<file path="src/rtl/physicaloid_stream_arbiter.sv">
`default_nettype none
// +--------------------------------------------------------------------------+
// | Module      : physicaloid_stream_arbiter                                 |
// | Description : Two-channel Avalon-ST byte-stream arbiter. It shares the   |
// |               single host-bound byte stream of the Physicaloid SCIF      |
// |               bridge between two requesters. Whole packets are granted   |
// |               round-robin. When framing is enabled, a channel-select     |
// |               header (HDR_CODE, CH_BASE|ch) is inserted whenever the     |
// |               granted channel changes. Payload bytes equal to HDR_CODE   |
// |               or ESC_CODE are sent as ESC_CODE, data^8'h20.              |
// | Config      : `define PHYSICALOID_ARB_FRAMING_EN enables header          |
// |               insertion and escaping. Without it, bytes pass unmodified  |
// |               and the packet-granular round-robin is kept.               |
// | Ports       : clk                  rising-edge clock                     |
// |               reset_n              asynchronous active-low reset         |
// |               chN_valid/data/eop   source byte, N = 0,1                  |
// |               chN_ready            source byte consumed this cycle       |
// |               out_valid/out_data   registered output to bridge in_*      |
// |               out_ready            back-pressure from bridge in_ready    |
// |               grant_ch             channel currently or last granted     |
// |               busy                 FSM is not in ARB                     |
// | Revision    : 1.0  initial release                                       |
// +--------------------------------------------------------------------------+
module physicaloid_stream_arbiter #(
  parameter logic [7:0] HDR_CODE = 8'h7C,
  parameter logic [7:0] ESC_CODE = 8'h7D,
  parameter logic [7:0] CH_BASE  = 8'h80
) (
  input  logic       clk,
  input  logic       reset_n,
  input  logic       ch0_valid,
  input  logic [7:0] ch0_data,
  input  logic       ch0_eop,
  output logic       ch0_ready,
  input  logic       ch1_valid,
  input  logic [7:0] ch1_data,
  input  logic       ch1_eop,
  output logic       ch1_ready,
  output logic       out_valid,
  output logic [7:0] out_data,
  input  logic       out_ready,
  output logic       grant_ch,
  output logic       busy
);

  localparam logic [2:0] c_ST_ARB  = 3'd0;
  localparam logic [2:0] c_ST_DATA = 3'd3;
`ifdef PHYSICALOID_ARB_FRAMING_EN
  localparam logic [2:0] c_ST_HDR0 = 3'd1;
  localparam logic [2:0] c_ST_HDR1 = 3'd2;
  localparam logic [2:0] c_ST_ESC  = 3'd4;
  localparam logic [7:0] c_ESC_XOR = 8'h20;
`endif

  logic [2:0] r_state;
  logic       r_out_valid;
  logic [7:0] r_out_data;
  logic       r_grant;
  logic       r_last_ch;

  logic [2:0] w_next_state;
  logic       w_slot_free;
  logic       w_any_req;
  logic       w_pick;
  logic       w_sel_valid;
  logic [7:0] w_sel_data;
  logic       w_sel_eop;
  logic       w_consume;
  logic       w_load;
  logic [7:0] w_load_data;

`ifdef PHYSICALOID_ARB_FRAMING_EN
  logic       r_cur_ch;
  logic       r_cur_vld;
  logic [7:0] r_pend;
  logic       r_pend_eop;
  logic       w_need_esc;
`else
  // Framing codes have no effect in the pass-through build.
  logic       w_unused_cfg;
  assign w_unused_cfg = ^{HDR_CODE, ESC_CODE, CH_BASE};
`endif

  // Output register can take a new byte when empty or draining this cycle.
  assign w_slot_free = !r_out_valid || out_ready;
  assign w_any_req   = ch0_valid || ch1_valid;
  // Both requesting: alternate away from the last winner; else the only one.
  assign w_pick      = (ch0_valid && ch1_valid) ? ~r_last_ch : ch1_valid;

  assign w_sel_valid = r_grant ? ch1_valid : ch0_valid;
  assign w_sel_data  = r_grant ? ch1_data  : ch0_data;
  assign w_sel_eop   = r_grant ? ch1_eop   : ch0_eop;
  assign w_consume   = (r_state == c_ST_DATA) && w_slot_free && w_sel_valid;

`ifdef PHYSICALOID_ARB_FRAMING_EN
  assign w_need_esc  = (w_sel_data == HDR_CODE) || (w_sel_data == ESC_CODE);
`endif

  assign ch0_ready = w_consume && !r_grant;
  assign ch1_ready = w_consume &&  r_grant;
  assign out_valid = r_out_valid;
  assign out_data  = r_out_data;
  assign grant_ch  = r_grant;
  assign busy      = (r_state != c_ST_ARB);

  always_comb begin
    w_next_state = r_state;
    w_load       = 1'b0;
    w_load_data  = r_out_data;
    case (r_state)
      c_ST_ARB: begin
        if (w_any_req) begin
`ifdef PHYSICALOID_ARB_FRAMING_EN
          // Header is skipped only when the host already selected this channel.
          w_next_state = (r_cur_vld && (w_pick == r_cur_ch)) ? c_ST_DATA : c_ST_HDR0;
`else
          w_next_state = c_ST_DATA;
`endif
        end
      end
`ifdef PHYSICALOID_ARB_FRAMING_EN
      c_ST_HDR0: begin
        if (w_slot_free) begin
          w_load       = 1'b1;
          w_load_data  = HDR_CODE;
          w_next_state = c_ST_HDR1;
        end
      end
      c_ST_HDR1: begin
        if (w_slot_free) begin
          w_load       = 1'b1;
          w_load_data  = CH_BASE | {7'd0, r_grant};
          w_next_state = c_ST_DATA;
        end
      end
      c_ST_ESC: begin
        if (w_slot_free) begin
          w_load       = 1'b1;
          w_load_data  = r_pend;
          w_next_state = r_pend_eop ? c_ST_ARB : c_ST_DATA;
        end
      end
`endif
      c_ST_DATA: begin
        if (w_consume) begin
          w_load = 1'b1;
`ifdef PHYSICALOID_ARB_FRAMING_EN
          if (w_need_esc) begin
            w_load_data  = ESC_CODE;
            w_next_state = c_ST_ESC;
          end else begin
            w_load_data = w_sel_data;
            if (w_sel_eop) begin
              w_next_state = c_ST_ARB;
            end
          end
`else
          w_load_data = w_sel_data;
          if (w_sel_eop) begin
            w_next_state = c_ST_ARB;
          end
`endif
        end
      end
      default: w_next_state = c_ST_ARB;
    endcase
  end

  always_ff @(posedge clk or negedge reset_n) begin
    if (!reset_n) begin
      r_state     <= c_ST_ARB;
      r_out_valid <= 1'b0;
      r_out_data  <= 8'h00;
      r_grant     <= 1'b0;
      r_last_ch   <= 1'b1;
    end else begin
      r_state <= w_next_state;
      if ((r_state == c_ST_ARB) && w_any_req) begin
        r_grant   <= w_pick;
        r_last_ch <= w_pick;
      end
      if (w_load) begin
        r_out_valid <= 1'b1;
        r_out_data  <= w_load_data;
      end else if (out_ready) begin
        r_out_valid <= 1'b0;
      end
    end
  end

`ifdef PHYSICALOID_ARB_FRAMING_EN
  always_ff @(posedge clk or negedge reset_n) begin
    if (!reset_n) begin
      r_cur_ch   <= 1'b0;
      r_cur_vld  <= 1'b0;
      r_pend     <= 8'h00;
      r_pend_eop <= 1'b0;
    end else begin
      if ((r_state == c_ST_HDR1) && w_slot_free) begin
        r_cur_ch  <= r_grant;
        r_cur_vld <= 1'b1;
      end
      if (w_consume && w_need_esc) begin
        r_pend     <= w_sel_data ^ c_ESC_XOR;
        r_pend_eop <= w_sel_eop;
      end
    end
  end
`endif

endmodule
`default_nettype wire

</file>
<file path="config.mk">
export PLATFORM = sky130hd
export DESIGN_NAME = physicaloid_stream_arbiter
export DESIGN_NICKNAME = d
export VERILOG_FILES = /design/src/rtl/physicaloid_stream_arbiter.sv
export SDC_FILE = /design/constraint.sdc
export NUM_CORES = 1
export LEC_CHECK = 0
export CAP_MARGIN = 20
export CORE_MARGIN = 4
export CORE_UTILIZATION = 38
export DETAILED_ROUTE_END_ITERATION = 16
export PLACE_DENSITY = 0.82
export SETUP_SLACK_MARGIN = 0.3
export SLEW_MARGIN = 20
export SYNTH_ARGS = -nofsm -noshare
export SYNTH_HDL_FRONTEND = slang
export SYNTH_SLANG_ARGS = --single-unit
</file>
<file path="constraint.sdc">
create_clock -name clk -period 2.94 [get_ports clk]
set_input_delay 0.294 -clock clk [delete_from_list [all_inputs] [get_ports clk]]
set_output_delay 0.294 -clock clk [all_outputs]
set_load 0.005 [all_outputs]
</file>
==> results of run 1 <==
==> cells in the final DEF, fill, tap and decap left out, types with 2 or more instances in the layout <==
master,n
nand2b_1,2
a22oi_1,6
clkdlybuf4s50_1,35
a22oi_2,2
nand2_1,3
o2bb2ai_1,8
clkbuf_4,3
o21ai_0,2
dfrtp_1,11
==> per-stage QoR <==
step	area [µm²]	power, mW	util, %	setup slack, ps	instances
floorplan	592	0.523	-	1690	47
global placement	946	0.746	68.4	846	96
detailed placement	946	0.759	68.4	789	96
CTS	972	0.875	70.3	784	100
global route	972	0.936	70.3	721	100
finish	972	0.864	70.3	790	100
==> layer usage <==
metal / track usage (%) / part of all wire (%)
met4: 9.94 / 1.5
met2: 26.7 / 47
met5: 0 / 0
met3: 6.77 / 11
met1: 22.4 / 41
==> sequential cells by signal, indices dropped and copies added, names as in the netlist <==
name / cells
r_state: 1
out_valid: 1
grant_ch: 1
r_last_ch: 1
out_data: 8
==> cell families (layout without fill, tap and decap cells) <==
kind of cell           after synthesis  after routing  share of synthesized area, %
multiplexers                         1              1                          1.69
flip-flops                          12             12                          51.0
AO/OA/AOI/OAI                       22             22                          33.0
AND/OR/NAND/NOR                     10             10                          10.6
buffers and inverters                2             40                          3.81
==> how the worst min path moves through the flow <==
| stage | cells past startpoint | endpoint | slack [ps] |
|---|---|---|---|
| 3_5_place_dp | 1 | out_data[6] | 470 |
| 3_3_place_gp | 1 | out_data[0] | 470 |
| 2_1_floorplan | 0 | grant_ch | -2 |
| 4_1_cts | 1 | out_data[1] | 380 |
| 6_report | 1 | out_data[1] | 360 |
| 5_1_grt | 1 | out_data[1] | 400 |
==> power by group <==
| group | internal (mW) | switching [mW] |
|---|---|---|
| Combinational | 0.269 | 0.170 |
| Sequential | 0.252 | 0.0647 |
| Clock | 0.0526 | 0.0559 |
| Total | 0.574 | 0.291 |
==> area by class of cell <==
cell class | instances | area, µm²
fillers | 118 | 410
repair buffers | 36 | 358
flip-flops and latches | 12 | 302
multi-input cells | 33 | 268
clock buffers | 4 | 26.3
well taps | 15 | 18.8
==> metrics.yaml, run 1 <==
yosys:
  async_flop_share_pct: 100
  synth.area.top_cells: "dfrtp_1 47%, o2bb2ai_1 12%, a22oi_1 7.6%"
  synth_seq_area_share_pct: 51.0
  synth.most_common_cell: "dfrtp_1"
  yosys.area.top_type: "dfrtp_1"
  synth_top_area_share_pct: 46.5
  syn-num-nets: 70
  syn_area_per_cell_um2: 12.6
  ys_seq_elements: 12
  ys_warn_count: 0
  netlist_area_um2: 592
  synth_edf_count: 0
  synth_commonest_cells: "11 x dfrtp_1, 8 x o2bb2ai_1, 6 x a22oi_1"
  yosysUniqueCellTypes: 19
  postSynthCellCount: 47
  ys.flop_type: "dfrtp_1"
clock_tree:
  cts.clk_slew.worst_paths_ps: 80
  cts_buffers: 3
  root_buffer: "clkbuf_4"
  cts_tree: "done"
  cts.sinks: 12
  h-tree-depth: 1
  postCtsSetupBuffers: 0
  cts_buffer_depth: 2
  post_cts_resized: 0
  clock_latency_ps: 280
  hold_buffers: 0
grt:
  grt_pass1_vias: 579
  grt_overflow: 0
  grt_pass1_wl_um: 2680
  grt_max_degree: 13
  grt_use_total_pct: 18.0
  antenna_found_initial: 0
pwr:
  p_leak_nw: 0.387
  p_per_area_nw_per_um2: 889
  vdd_ir_drop_max_mv: 0.466
routing:
  via_per_inst: 5.47
  ant_nets: 0
  drc: 0
  dr.pass1.iters: 4
  wl_per_cell_um: 16.5
  wirelength_um: 1650
  drt_iter0_markers: 12
  vias: 547
timing:
  fmax_ghz: 0.465
  holdWs_ps: 363
  grt_setup_unrepaired: "false"
  final-hold-violation-count: 0
  fin_crit_sh_pct: 73.1
  slew_viol_final: 0
  worst_pin_slew_ps: 539
  finalSetupTns_ps: 0
  relSlewSlack_pct: 64.0
  skew_ps: 7.18
  finalSetupViolations: 0
  fin_crit_ps: 2150
finish:
  syn2layout_area_growth_pct: 64.3
  antenna_cells: 0
  drive_gt1_share_pct: 14.1
  finalNetCount: 109
worst_setup_path:
  crit_path_end_kind: "output port"
  crit_family: "buffers and inverters"
  crit_cells: 5
  start_kind: "input pin"
  crit_buf_inv: 3
  critPathKind: "input pin to output port"
  r2r-end: "r_state[0]"
  worstPathArrival_ps: 1860
  r2r_start: "grant_ch"
  endpoint: "ch0_ready"
  cp_slowest_stage_delay_ps: 510
  startpoint: "ch0_valid"
  r2r_slack_ps: 1650
  cp.required_ps: 2650
  path_cells: "clkdlybuf4s50_1, nor2b_2, buf_4, and3_2, clkdlybuf4s50_1"
  cp_max_fo: 11
  reg2reg_depth: 4
  cpMaxStageDelayCell: "clkdlybuf4s50_1"
  worst_path_most_repeated_cell: "clkdlybuf4s50_1"
placed_design:
  gp_congestion: 0.672
  numPortBuffers: 35
  hpwl_um: 1250
outcome:
  status: "finished clean"
floorplan:
  io_pins: 36
  die_w_um: 47.5
  num_rows: 13
  core-area_um2: 1380
  fp.dieArea_um2: 2250
  die_h_um: 47.5
  start_util_pct: 42.8
flow_run:
  maxCapViolCount: 0
min_path:
  hold_path.class: "input pin to asynchronous set/reset pin"
No activity file was read; power rests on OpenSTA's default activity.
==> run 2, diff against run 1 <==
- CORE_UTILIZATION: 38 -> 32
- PLACE_DENSITY: 0.82 -> 0.74
- clock period: 2.94 -> 1.92 ns (I/O delays scaled with it)
==> run 2 against run 1 <==
  * Die area increased by 15%
  * Largest power group unchanged
  * Clock skew decreased by 6.8 ps
  * Sequential power increased by 50%
==> metrics.yaml, run 2 (same netlist as run 1, synthesis figures left out) <==
outcome:
  status: "finished clean"
pwr:
  p_per_area_nw_per_um2: 1360  # +53%
  power_mw: 1.42  # +65%
  p_leak_nw: 0.450  # +16%
  vdd_ir_drop_max_mv: 0.773  # +66%
floorplan:
  fp.dieArea_um2: 2600  # +15%
  die_w_um: 51.0  # +7.5%
  num_rows: 15  # +2
  core-area_um2: 1750  # +26%
  die_h_um: 51.0  # +7.5%
  io_pins: 36  # unchanged
  start_util_pct: 33.9  # -8.9 points
routing:
  dr.pass1.iters: 4  # unchanged
  wirelength_um: 1650  # -0.36%
  ant_nets: 0  # unchanged
  via_per_inst: 4.72  # -14%
  drc: 0  # unchanged
  drt_iter0_markers: 5  # -7
  wl_per_cell_um: 14.2  # -14%
  vias: 548  # +0.18%
finish:
  drive_gt1_share_pct: 23.1  # +9.0 points
  fin_util_pct: 60.0  # -10 points
  finalNetCount: 115  # +5.5%
  largest_reg_flops: 8  # unchanged
  final_cells: 116  # +16%
  final_common_cell: "clkdlybuf4s50_1"
  finish.instance_area_um2: 1050  # +7.7%
  mostFrequentLayoutCells: "31 x clkdlybuf4s50_1, 10 x dfrtp_1, 8 x o2bb2ai_1"
  antenna_cells: 0  # unchanged
  syn2layout_area_growth_pct: 77.0
timing:
  final-hold-violation-count: 0  # unchanged
  setup_slack_ps: 366  # -424 ps
  skew_ps: 0.360  # -6.82 ps
  finalSetupViolations: 0  # unchanged
  finalSetupTns_ps: 0  # unchanged
  grt_setup_unrepaired: "false"
  holdWs_ps: 279  # -83.8 ps
  fmax_ghz: 0.644
  worst_pin_slew_ps: 539  # -0.238 ps
  slew_viol_final: 0  # unchanged
  fin_crit_ps: 1550
  fin_crit_sh_pct: 80.9
  relSlewSlack_pct: 64.0  # about the same
worst_setup_path:
  cpMaxStageDelayCell: "clkdlybuf4s50_1"
  r2r_start: "grant_ch"
  cp_max_fo: 3  # -8
  path_cells: "buf_4, buf_4, clkdlybuf4s50_1"
  startpoint: "grant_ch"
  start_kind: "register"
  critPathKind: "register to output port"
  crit_path_end_kind: "output port"
  cp.required_ps: 1730  # -920 ps
  r2r_slack_ps: 510  # -1140 ps
  worstPathArrival_ps: 1360  # -500 ps
  cp_slowest_stage_delay_ps: 430  # -80 ps
  worst_path_most_repeated_cell: "buf_4"
grt:
  grt_overflow: 0  # unchanged
  grt_use_total_pct: 13.6  # -4.4 points
  grt_max_degree: 13  # unchanged
  grt_pass1_wl_um: 2660  # -1.0%
  antenna_found_initial: 0  # unchanged
  grt_pass1_vias: 546  # -5.7%
placed_design:
  dp_cells: 108  # +13%
  gp_congestion: 0.696  # +3.5%
  numPortBuffers: 35  # unchanged
  place_ws_ps: 170  # -618 ps
  post_dp_cell_area_um2: 973  # +2.9%
  hpwl_um: 1270  # +1.6%
clock_tree:
  hold_buffers: 0  # unchanged
  cts_buffer_depth: 2  # unchanged
  cts_tree: "done"
  h-tree-depth: 1  # unchanged
  root_buffer: "clkbuf_4"
  clock_latency_ps: 260  # -20 ps
  cts_buffers: 3  # unchanged
  cts.clk_slew.worst_paths_ps: 70  # about the same
  cts.sinks: 12  # unchanged
min_path:
  hold_path.class: "input pin to asynchronous set/reset pin"
flow_run:
  maxCapViolCount: 0  # unchanged
## run 2: cell count changes in the layout (fill, tap and decap cells not counted)
cell / delta
clkbuf_1: -1
clkbuf_8: +1
dfrtp_1: -1
buf_4: +6
dfrtp_2: +1
dlymetal6s2s_1: +1
dlygate4sd2_1: +3
nand2b_4: +1
clkdlybuf4s50_1: -4
nand2b_1: -1
## run 2: layout make-up
cell class	instances	area (µm²)
timing repair buffer	42	402
clock buffer	4	36.3
tap	25	31.3
multi-input combinational	33	275
sequential	12	303
fill	157	698
## run 2: path summary, 6_finish.rpt
| path | depth (start not counted) | endpoint |
|---|---|---|
| max | 3 | grant_ch |
| min | 1 | out_data[4] |
| max reg2reg | 6 | r_state[0] |
| min reg2reg | 1 | out_data[2] |
| max in group asynchronous | 1 | r_state[0] |
| min in group clk | 2 | r_state[0] |
## run 2: routing by layer
layer / wire, µm / track usage, % / vias to the layer above
met1: 768 / 17.9 / 260
met2: 767 / 21.0 / 14
met4: 18 / 5.83 / 0
met3: 90 / 3.50 / 2
met5: 0 / 0 / -
li1: - / - / 272
## run 2: report_power, final
group | internal, mW | total, mW | leakage (nW) | switching [mW]
combinational | 0.468 | 0.757 | 0.287 | 0.289
clock | 0.115 | 0.192 | 0.0210 | 0.0775
sequential | 0.388 | 0.474 | 0.141 | 0.0863
total | 0.971 | 1.42 | 0.450 | 0.453
## run 2: repair_timing
item,4_1_cts,5_1_grt
gates resized for setup,5,1
setup endpoints to repair,2,1
buffers inserted,4,0
pin swaps,0,0
cloned,0,0
## run 2: critical path: cells and delay by family (launching register included)
family / cells / cell delay [ps]
flops: 1 / 390
buf+inv: 3 / 710
==> run 3, diff against run 2 <==
- clock period: 1.92 -> 1.3 ns (I/O delays scaled with it)
==> run 3 against run 2 <==
  * Die area unchanged
  * Largest cell class unchanged
  * Setup slack lost 370 ps
  * Largest power group unchanged
  * Worst hold slack worse by 130 ps
  * Final cell count increased by 7.8%
  * Register-to-register slack got worse by 500 ps
  * Highest routed layer unchanged
==> metrics.yaml, run 3 (same netlist as run 1, synthesis figures left out) <==
floorplan:
  fp.dieArea_um2: 2600  # unchanged
  start_util_pct: 33.9  # unchanged
  io_pins: 36  # unchanged
  core-area_um2: 1750  # unchanged
  die_h_um: 51.0  # unchanged
  num_rows: 15  # unchanged
  die_w_um: 51.0  # unchanged
finish:
  finalNetCount: 124  # +7.8%
  antenna_cells: 0  # unchanged
  final_cells: 125  # +7.8%
  largest_reg_flops: 8  # unchanged
  fillCellCount: 139  # -11%
  mostFrequentLayoutCells: "21 x clkdlybuf4s50_1, 12 x buf_6, 11 x dfrtp_1"
  drive_gt1_share_pct: 44.0  # +21 points
  final_common_cell: "clkdlybuf4s50_1"
  finish.instance_area_um2: 1140  # +8.5%
  syn2layout_area_growth_pct: 92.0
worst_setup_path:
  r2r_start: "grant_ch"
  crit_path_end_kind: "output port"
  r2r-end: "r_state[0]"
  critPathKind: "register to output port"
  reg2reg_depth: 5  # -1
  worstPathArrival_ps: 1170  # -190 ps
  start_kind: "register"
  r2r_slack_ps: 10  # -500 ps
  cp_max_fo: 2  # -1
  cp.required_ps: 1170  # -560 ps
routing:
  wirelength_um: 1850  # +13%
  via_per_inst: 4.75  # +0.59%
  drt_iter0_markers: 6  # +1
  wl_per_cell_um: 14.8  # +4.5%
  drc: 0  # unchanged
  vias: 594  # +8.4%
  dr.pass1.iters: 4  # unchanged
  ant_nets: 0  # unchanged
clock_tree:
  hold_buffers: 0  # unchanged
  cts_tree: "done"
  root_buffer: "clkbuf_4"
  cts.sinks: 12  # unchanged
  cts.clk_slew.worst_paths_ps: 80  # about the same
  cts_buffer_depth: 2  # unchanged
  h-tree-depth: 1  # unchanged
  cts_buffers: 3  # unchanged
  clock_latency_ps: 270  # about the same
placed_design:
  dp_cells: 111  # +2.8%
  gp_congestion: 0.667  # -4.1%
  hpwl_um: 1350  # +6.1%
  post_dp_cell_area_um2: 1000  # +2.7%
  numPortBuffers: 35  # unchanged
timing:
  grt_setup_unrepaired: "true"
  slew_viol_final: 0  # unchanged
  finalSetupTns_ps: 0  # unchanged
  final-hold-violation-count: 0  # unchanged
  worst_pin_slew_ps: 328  # -210 ps
  finalSetupViolations: 0  # unchanged
  relSlewSlack_pct: 78.1  # +14 points
  fmax_ghz: 0.770
  fin_crit_ps: 1300
  fin_crit_sh_pct: 99.9
  holdWs_ps: 145  # -134 ps
  skew_ps: 8.06  # +7.70 ps
min_path:
  hold_path.class: "input pin to asynchronous set/reset pin"
pwr:
  vdd_ir_drop_max_mv: 1.07  # +39%
  p_leak_nw: 0.492  # +9.4%
  p_per_area_nw_per_um2: 2080  # +53%
grt:
  antenna_found_initial: 0  # unchanged
  grt_overflow: 0  # unchanged
  grt_max_degree: 13  # unchanged
  grt_pass1_wl_um: 2990  # +13%
  grt_use_total_pct: 15.4  # +1.8 points
  grt_pass1_vias: 610  # +12%
outcome:
  status: "finished clean"
flow_run:
  maxCapViolCount: 0  # unchanged
## run 3: area by class of cell
cell class	count	area [µm²]	share of cell area, %
flip-flops and latches	12	302	26.5
repair buffers	50	452	39.8
clock buffers	4	36.3	3.19
well taps	25	31.3	2.75
multi-input cells	34	315	27.8
## run 3: how the worst max path moves through the flow
| stage | from | endpoint | slack, ps | depth (start not counted) |
|---|---|---|---|---|
| floorplan | grant_ch | ch0_ready | 220 | 3 |
| global placement | ch0_valid | ch0_ready | -320 | 4 |
| detailed placement | ch0_valid | ch0_ready | -340 | 4 |
| CTS | grant_ch | ch1_ready | -6 | 4 |
| global route | grant_ch | r_state[0] | -70 | 5 |
| finish | grant_ch | ch1_ready | 1 | 4 |
## run 3: critical path: stages (launching register included)
cell	delay (ps)
dfrtp_1	400
buf_6	120
and2_4	130
and3_4	140
buf_6	110
## run 3: metrics by stage
step	util (%)	worst slack, ps	power (mW)
6_report	65.1	1.06	2.37
5_1_grt	65.1	-73.4	2.54
4_1_cts	64.9	-5.74	2.31
3_5_place_dp	57.3	-344	1.80
3_3_place_gp	57.3	-324	1.78
2_1_floorplan	-	224	1.19
## run 3: metal layers
metal,wire length [µm],share of wire (%),vias to the layer above,GRT usage [%]
met5,0,0,-,0
met3,109,5.9,4,5.54
met1,739,40,280,19.8
met4,27,1.5,0,2.69
met2,977,53,15,25.1
li1,-,-,295,-
## run 3: repair_timing
item | CTS | global route
pin swaps | 4 | 1
gates cloned | 1 | 0
buffers inserted | 8 | 1
resized for setup | 58 | 10
setup endpoints to repair | 25 | 21
## run 3: power breakdown
group	leakage, nW	total [mW]	switching, mW	internal [mW]
combinational	0.329	1.40	0.580	0.819
clock	0.0210	0.293	0.123	0.170
sequential	0.142	0.674	0.104	0.570
